==> config.mk <==
export PLATFORM = sky130hd
export DESIGN_NAME = fft_rd_ctrl_flat
export DESIGN_NICKNAME = d
export VERILOG_FILES = /design/src/rtl/fft_rd_if.sv /design/src/rtl/fft_rd_ctrl.sv /design/src/flat_wrapper.sv
export SDC_FILE = /design/constraint.sdc
export NUM_CORES = 1
export LEC_CHECK = 0
export ABC_AREA = 1
export ABC_CLOCK_PERIOD_IN_PS = 3000
export CAP_MARGIN = 20
export CORE_UTILIZATION = 30
export DETAILED_ROUTE_END_ITERATION = 8
export PLACE_DENSITY = 0.48
export SETUP_SLACK_MARGIN = 0.15
export SLEW_MARGIN = 20
export SYNTH_ARGS = -nofsm -noshare
export SYNTH_HDL_FRONTEND = slang
export SYNTH_SLANG_ARGS = --single-unit
==> constraint.sdc <==
create_clock -name clk -period 3 [get_ports clk]
set_clock_uncertainty 0.15 [all_clocks]
set_input_delay 0.45 -clock clk [delete_from_list [all_inputs] [get_ports clk]]
set_output_delay 0.45 -clock clk [all_outputs]
set_load 0.005 [all_outputs]
==> src/rtl/fft_rd_if.sv <==
// Read-side bundle between the FFT read sequencer and the butterfly feed stage.
// master = sequencer (drives addresses/status), slave = consumer/bench (drives start/hold/wb_done).
interface fft_rd_if #(
    parameter int ADDR_WIDTH  = 9,
    parameter int STAGE_WIDTH = 4
);
    logic                   start;
    logic                   hold;
    logic                   wb_done;
    logic [ADDR_WIDTH-1:0]  rd_addr;
    logic                   rd_valid;
    logic                   first_level;
    logic [STAGE_WIDTH-1:0] stage;
    logic [ADDR_WIDTH-1:0]  tw_addr;
    logic                   busy;
    logic                   done;

    modport master (
        input  start, hold, wb_done,
        output rd_addr, rd_valid, first_level, stage, tw_addr, busy, done
    );

    modport slave (
        output start, hold, wb_done,
        input  rd_addr, rd_valid, first_level, stage, tw_addr, busy, done
    );
endinterface

==> src/rtl/fft_rd_ctrl.sv <==
// Per-stage paired-bank read sequencer for the in-place radix-2 FFT core.
// Latency: one cycle from an accepted READ cycle to the registered rd_addr/rd_valid.
// Backpressure: hold freezes the read counter and drops rd_valid; ignored outside READ.
module fft_rd_ctrl #(
    parameter int LOG2_N      = 10,
    parameter int ADDR_WIDTH  = 9,
    parameter int STAGE_WIDTH = 4
) (
    input  logic      clk,
    input  logic      rst_n,
    fft_rd_if.master  rd
);

    typedef enum logic [1:0] {IDLE, READ, WAIT_WB, FINISH} state_t;

    localparam logic [STAGE_WIDTH-1:0] LAST_STAGE = STAGE_WIDTH'(LOG2_N - 1);

    state_t                 state;
    state_t                 nxt_state;
    logic [ADDR_WIDTH-1:0]  cnt;
    logic [ADDR_WIDTH-1:0]  nxt_cnt;
    logic [ADDR_WIDTH-1:0]  nxt_rd_addr;
    logic [ADDR_WIDTH-1:0]  nxt_tw_addr;
    logic [STAGE_WIDTH-1:0] nxt_stage;
    logic                   nxt_rd_valid;
    logic                   nxt_busy;
    logic                   nxt_done;
    logic                   nxt_first;
    logic                   last_cnt;
    logic [31:0]            rot_amt;

    // Rotation is done on a doubled copy so the bits shifted out re-enter at the bottom.
    function automatic logic [ADDR_WIDTH-1:0] rotl(input logic [ADDR_WIDTH-1:0] v,
                                                   input logic [31:0] r);
        logic [2*ADDR_WIDTH-1:0] d;
        d = {v, v} << r;
        return d[2*ADDR_WIDTH-1:ADDR_WIDTH];
    endfunction

    assign last_cnt = &cnt;
    assign rot_amt  = 32'(rd.stage) % 32'(ADDR_WIDTH);

    always_ff @(posedge clk or negedge rst_n) begin
        if (!rst_n) begin
            state <= IDLE;
        end else begin
            state <= nxt_state;
        end
    end

    always_comb begin
        nxt_state = state;
        case (state)
            IDLE:    if (rd.start) nxt_state = READ;
            READ:    if (!rd.hold && last_cnt) nxt_state = WAIT_WB;
            WAIT_WB: if (rd.wb_done) nxt_state = (rd.stage == LAST_STAGE) ? FINISH : READ;
            FINISH:  nxt_state = IDLE;
            default: nxt_state = IDLE;
        endcase
    end

    always_comb begin
        nxt_cnt      = cnt;
        nxt_stage    = rd.stage;
        nxt_rd_addr  = rd.rd_addr;
        nxt_tw_addr  = rd.tw_addr;
        nxt_rd_valid = 1'b0;
        nxt_busy     = rd.busy;
        nxt_done     = 1'b0;
        case (state)
            IDLE: begin
                if (rd.start) begin
                    nxt_stage = '0;
                    nxt_cnt   = '0;
                    nxt_busy  = 1'b1;
                end
            end
            READ: begin
                if (!rd.hold) begin
                    nxt_rd_valid = 1'b1;
                    nxt_rd_addr  = rotl(cnt, rot_amt);
                    nxt_tw_addr  = cnt << rd.stage;
                    nxt_cnt      = cnt + ADDR_WIDTH'(1);
                end
            end
            WAIT_WB: begin
                if (rd.wb_done && rd.stage != LAST_STAGE) begin
                    nxt_stage = rd.stage + STAGE_WIDTH'(1);
                    nxt_cnt   = '0;
                end
            end
            FINISH: begin
                nxt_done  = 1'b1;
                nxt_busy  = 1'b0;
                nxt_stage = '0;
            end
            default: ;
        endcase
        nxt_first = nxt_busy && (nxt_stage == '0);
    end

    always_ff @(posedge clk or negedge rst_n) begin
        if (!rst_n) begin
            cnt            <= '0;
            rd.stage       <= '0;
            rd.rd_addr     <= '0;
            rd.tw_addr     <= '0;
            rd.rd_valid    <= 1'b0;
            rd.busy        <= 1'b0;
            rd.done        <= 1'b0;
            rd.first_level <= 1'b0;
        end else begin
            cnt            <= nxt_cnt;
            rd.stage       <= nxt_stage;
            rd.rd_addr     <= nxt_rd_addr;
            rd.tw_addr     <= nxt_tw_addr;
            rd.rd_valid    <= nxt_rd_valid;
            rd.busy        <= nxt_busy;
            rd.done        <= nxt_done;
            rd.first_level <= nxt_first;
        end
    end

endmodule

==> src/flat_wrapper.sv <==
// flat-port wrapper written by rule: the top's interface ports become plain ports
module fft_rd_ctrl_flat 
#(
    parameter int LOG2_N      = 10,
    parameter int ADDR_WIDTH  = 9,
    parameter int STAGE_WIDTH = 4
)
  (clk, rst_n, rd_start, rd_hold, rd_wb_done, rd_rd_addr, rd_rd_valid, rd_first_level, rd_stage, rd_tw_addr, rd_busy, rd_done);
  fft_rd_if #(.ADDR_WIDTH(ADDR_WIDTH), .STAGE_WIDTH(STAGE_WIDTH)) rd_i ();
  input  logic clk;
  input  logic rst_n;
  input wire logic [$bits(rd_i.start)-1:0] rd_start;
  input wire logic [$bits(rd_i.hold)-1:0] rd_hold;
  input wire logic [$bits(rd_i.wb_done)-1:0] rd_wb_done;
  output wire logic [$bits(rd_i.rd_addr)-1:0] rd_rd_addr;
  output wire logic [$bits(rd_i.rd_valid)-1:0] rd_rd_valid;
  output wire logic [$bits(rd_i.first_level)-1:0] rd_first_level;
  output wire logic [$bits(rd_i.stage)-1:0] rd_stage;
  output wire logic [$bits(rd_i.tw_addr)-1:0] rd_tw_addr;
  output wire logic [$bits(rd_i.busy)-1:0] rd_busy;
  output wire logic [$bits(rd_i.done)-1:0] rd_done;
  assign rd_i.start = rd_start;
  assign rd_i.hold = rd_hold;
  assign rd_i.wb_done = rd_wb_done;
  assign rd_rd_addr = rd_i.rd_addr;
  assign rd_rd_valid = rd_i.rd_valid;
  assign rd_first_level = rd_i.first_level;
  assign rd_stage = rd_i.stage;
  assign rd_tw_addr = rd_i.tw_addr;
  assign rd_busy = rd_i.busy;
  assign rd_done = rd_i.done;
  fft_rd_ctrl #(.LOG2_N(LOG2_N), .ADDR_WIDTH(ADDR_WIDTH), .STAGE_WIDTH(STAGE_WIDTH)) u_core (.clk(clk), .rst_n(rst_n), .rd(rd_i));
endmodule
* Word-level counts from Yosys, hierarchy flattened
Cells that the tools add are included.
** Storage, ports and cells
- Input port bits :: 5
- Register bits :: 37
- Output and inout bits :: 26
** Cells by class
- Eq/ne operators :: 10
- Muxes and demuxes :: 17
- Reductions and logical operators :: 11
- Add/subtract/negate cells :: 2
- Shifts and indexed selects :: 2
- Div/mod/pow operators :: 1
- Bitwise operators :: 1
** Operators with widths (count)
- $mod 4x4->32 const B :: 1
- $shl 18x32->18 :: 1
- $mux 9 :: 3
- $pmux 9 s3 :: 1
- $pmux 4 s3 :: 1
- $add 9x1->9 const B :: 1
- $reduce_and 9->1 :: 1
- $shl 9x4->9 :: 1
- $mux 2 :: 4
- $mux 4 :: 2
- $pmux 2 s4 :: 1
- $ne 2x2->1 const B :: 3
- $add 4x1->4 const B :: 1
- $eq 2x2->1 const B :: 2
- $eq 4x4->1 const B :: 1
- $logic_not 4->1 :: 1
- $mux 1 :: 4
- $ne 2x1->1 const B :: 2
- $ne 4x4->1 const B :: 1
- $reduce_and 4->1 :: 1
- $logic_and 1x1->1 :: 3
- $reduce_and 3->1 :: 1
- $reduce_bool 3->1 :: 1
- $eq 2x1->1 const B :: 1
- 5 further kinds :: 5

* Logic depth before layout (Yosys ltp)
- Word-level depth :: 6
- Depth in mapped cells :: 17
- Mapped depth without buffers :: 15

* Least setup slack after synthesis
No wires, ideal clock.
- Kind :: reg-to-reg
- Start :: register u_core.rd.stage[0]
- End :: register u_core.rd.rd_addr[6]
- Cell stages (with the launch flop) :: 15
- Path slack :: 796 ps
- Arrival time :: 1937 ps
- Path through :: dfrtp_1 buf_2 inv_1 ha_1 nand2_1 nand2_1 nand2_4 o21ai_4 inv_2 nand3_1 nand2_1 o21ai_1 inv_1 nand3_1 nand2_1
** On the way
- Longest elaborated chain between the ends :: 2
** Ends and longest elaborated chain
- start, declared :: RTL line fft_rd_if.sv:20 : output rd_addr, rd_valid, first_level, stage, tw_addr, busy, done
- start signal, assigned :: RTL line fft_rd_ctrl.sv:114 : rd.stage <= nxt_stage;
- $mod 4x4->32 :: RTL line fft_rd_ctrl.sv:41 : assign rot_amt = 32'(rd.stage) % 32'(ADDR_WIDTH);
- $shl 18x32->18 :: RTL line fft_rd_ctrl.sv:36 : d = {v, v} << r;
- end signal, assigned :: RTL line fft_rd_ctrl.sv:115 : rd.rd_addr <= nxt_rd_addr;
- end, declared :: RTL line fft_rd_if.sv:20
No other way between the ends.
A chain may end at the register's enable or synchronous reset.

* Worst setup path in the final report
- Start :: register u_core.rd.stage[0]
- End :: register u_core.rd.rd_addr[5]
The elaborated chain is that of the path after synthesis.

==> metrics.txt <==
Post-synth EDFFs 0; Area after DPL 3000 um2; RSZ-0062 raised after global routing no; Area Overhead vs Synth 17.1%; worst path arrival time ~2.6 ns; Die ar. 9170 um2; iteration count of the initial detailed-routing pass 4; Synth top area share 35.1%; Max rail drop VDD 0.000340 V; Post-Syn Instances 377; max_cap viols 0; CTS tree yes; period utilisation layout 85.8%; grt ovf 0; Port-buffer cells 30; Worst Tran Pin Value 0.860 ns; kind of critical path reg -> reg; commonest non-fill, non-tap cell in the layout nand2_1; post-CTS setup buffer count 0; top_reg_cell synth dfrtp_1; Initial Util 31.5%; layout cells sized above 1 a little over 9%; Hold Fails Final Rpt 0; TNS Setup 0 ns; Final Max Tran Viols 0; R2R Setup Slk 0.43 ns; RR Endpoint u_core.rd.rd_addr[5]$_DFFE_PN0P_; top layer reached by signal wires met4; max_slew headroom 42.6%; crit-path max FO 21; WL met3 190 um; Longest Clk Path Bufs 2; DR iter-0 viols 150; status finished, final reports clean; number of global-route vias before repair 2303; Post-Layout Cell Count 511; met1 WL 3.46 mm; routability cong. 0.838; netlist area before placement 2640 um2; hpwl dp a little over 5 mm; count of final setup violators 0; HP Class in -> async; Ys Warns 0; PD cells 814 nW/um2; WL final 6.69 mm; drt via density about 4.8; row count 33; Antenna diodes 0; core footprint 8380 um2; RR Startpoint u_core.rd.stage[0]$_DFF_PN0_; Die W 95.8 um; DRT antenna net count 0; sequential fraction of the synthesis area between 30% and 40%; largest net degree at the start of global routing 38; hold buffer count at cts 0; GRT Resource Usage Total 16.0%; CP endpoint kind register; Avg Cell Area, Syn 7.00 um2; Yosys cell types 40; Async S/R FF share, synth 100%; fin nets 420; residual DRC count 0; Root Buffer clkbuf_8; syn nets 392; post-layout min period approximately 2.6 ns; first-pass GRT wire length 11.3 mm; initial antenna violation count 0; post-synth top area cell dfrtp_1; clock sink total 37; fmax 0.388 GHz; Req. time, crit path 3.03 ns; H-tree Lvls 2; startpoint types register; Leak Pwr about 1.5 nW; Avg WL per Cell between 10 and 15 um; commonest cells after routing, fill and taps aside nand2_1, nand3_1, dfrtp_1; Skew-Pair Late Insertion Delay 0.29 ns; Post-Route Utilization a little under two fifths; Post-CTS Resized 0; synth top area cells dfrtp_1, nand2_1, nand3_1; Worst Reg2Reg Path Length in Cells 14; cts bufs inserted 5; Die Ht 95.8 um; Clock transition at path regs 0.08 ns; met2 routed WL 3.00 mm; Vias 2451; Inst Count DP 503; final instance area 3090 um2; I/O pin cnt 31; Yosys reg bits 37
## critical path, cell delays in order, from the launching register on
cell	delay, ns
dfrtp_1	0.38
buf_4	0.20
ha_1	0.24
nand3_4	0.13
inv_2	0.06
nand2_4	0.10
inv_2	0.06
nor2_2	0.41
inv_2	0.17
nor2_1	0.19
inv_2	0.08
o21ai_1	0.14
nor2_1	0.05
nand2_1	0.06
nand2_1	0.05
## worst max-delay path by stage
stage | cells after the start | from | to | slack [ns]
detailed placement | 8 | rd_hold | u_core.cnt[7]$_DFFE_PN0P_ | 0.39
floorplan | 14 | u_core.rd.stage[0]$_DFF_PN0_ | u_core.rd.rd_addr[6]$_DFFE_PN0P_ | 0.80
CTS | 10 | u_core.state[1]$_DFFE_PN0P_ | u_core.cnt[7]$_DFFE_PN0P_ | 0.41
global placement | 8 | rd_hold | u_core.rd.rd_addr[1]$_DFFE_PN0P_ | 0.42
finish | 14 | u_core.rd.stage[0]$_DFF_PN0_ | u_core.rd.rd_addr[5]$_DFFE_PN0P_ | 0.43
global route | 14 | u_core.rd.stage[0]$_DFF_PN0_ | u_core.rd.rd_addr[5]$_DFFE_PN0P_ | 0.16
## per-stage QoR
stage	hold slack, ns	power (mW)	setup slack [ns]
2_1_floorplan	0.00441	1.72	0.796
6_report	0.116	2.51	0.426
3_3_place_gp	0.314	2.18	0.415
3_5_place_dp	0.316	2.18	0.393
5_1_grt	0.195	2.78	0.161
4_1_cts	0.164	2.54	0.406
## report_power, final
part / leakage [nW] / total [mW] / switching, mW / internal (mW)
Clock: 0.0450 / 0.349 / 0.188 / 0.161
Sequential: 0.493 / 0.735 / 0.0922 / 0.643
Combinational: 0.942 / 1.43 / 0.869 / 0.561
Total: 1.48 / 2.51 / 1.15 / 1.37
## state kept, by name, summed over array words and instances, names as in the netlist
register / cells
u_core.cnt: 9
u_core.rd.rd_addr: 9
u_core.rd.tw_addr: 9
u_core.rd.stage: 4
u_core.state: 2
u_core.rd.busy: 1
u_core.rd.done: 1
u_core.rd.first_level: 1
u_core.rd.rd_valid: 1
## per-layer routing
layer / vias up / track usage (%)
li1: 1286 / -
met1: 1118 / 22.5
met2: 43 / 25.5
met3: 4 / 3.55
met4: 0 / 2.61
met5: - / 0
## Yosys cell counts (2+ instances only)
library cell    n
ha_1           10
nand2_1       117
inv_1          32
clkbuf_1        3
nand2_4         4
o21ai_1         7
o211ai_1        3
buf_6           5
xor2_1          3
dfrtp_1        37
o22ai_1         2
nor2_1         26
nand4_1         2
nand3_1        49
nand2_2         2
inv_2           8
o21ai_0        29
nor3_1          5
buf_2           3
a21oi_1         8
nor2_2          3
## cell families after synthesis
logic type | after synthesis | synth area share (%)
flip-flops | 37 | 35.1
buffers and inverters | 54 | 9.49
adder cells (fa/ha/maj) | 10 | 4.74
AO/OA/AOI/OAI | 58 | 12.9
multiplexers | 1 | 0.380
XOR/XNOR | 3 | 0.996
AND/OR/NAND/NOR | 214 | 36.4
## cell type report
cell class	instances	area, um2
Clock buffer	6	72.6
Clock inverter	2	10.0
Timing Repair Buffer	34	325
Multi-Input combinational cell	286	1470
Sequential cell	37	926
Inverter	41	156
Fill cell	911	5290
Tap cell	105	131
(Power assumes the default switching activity.)
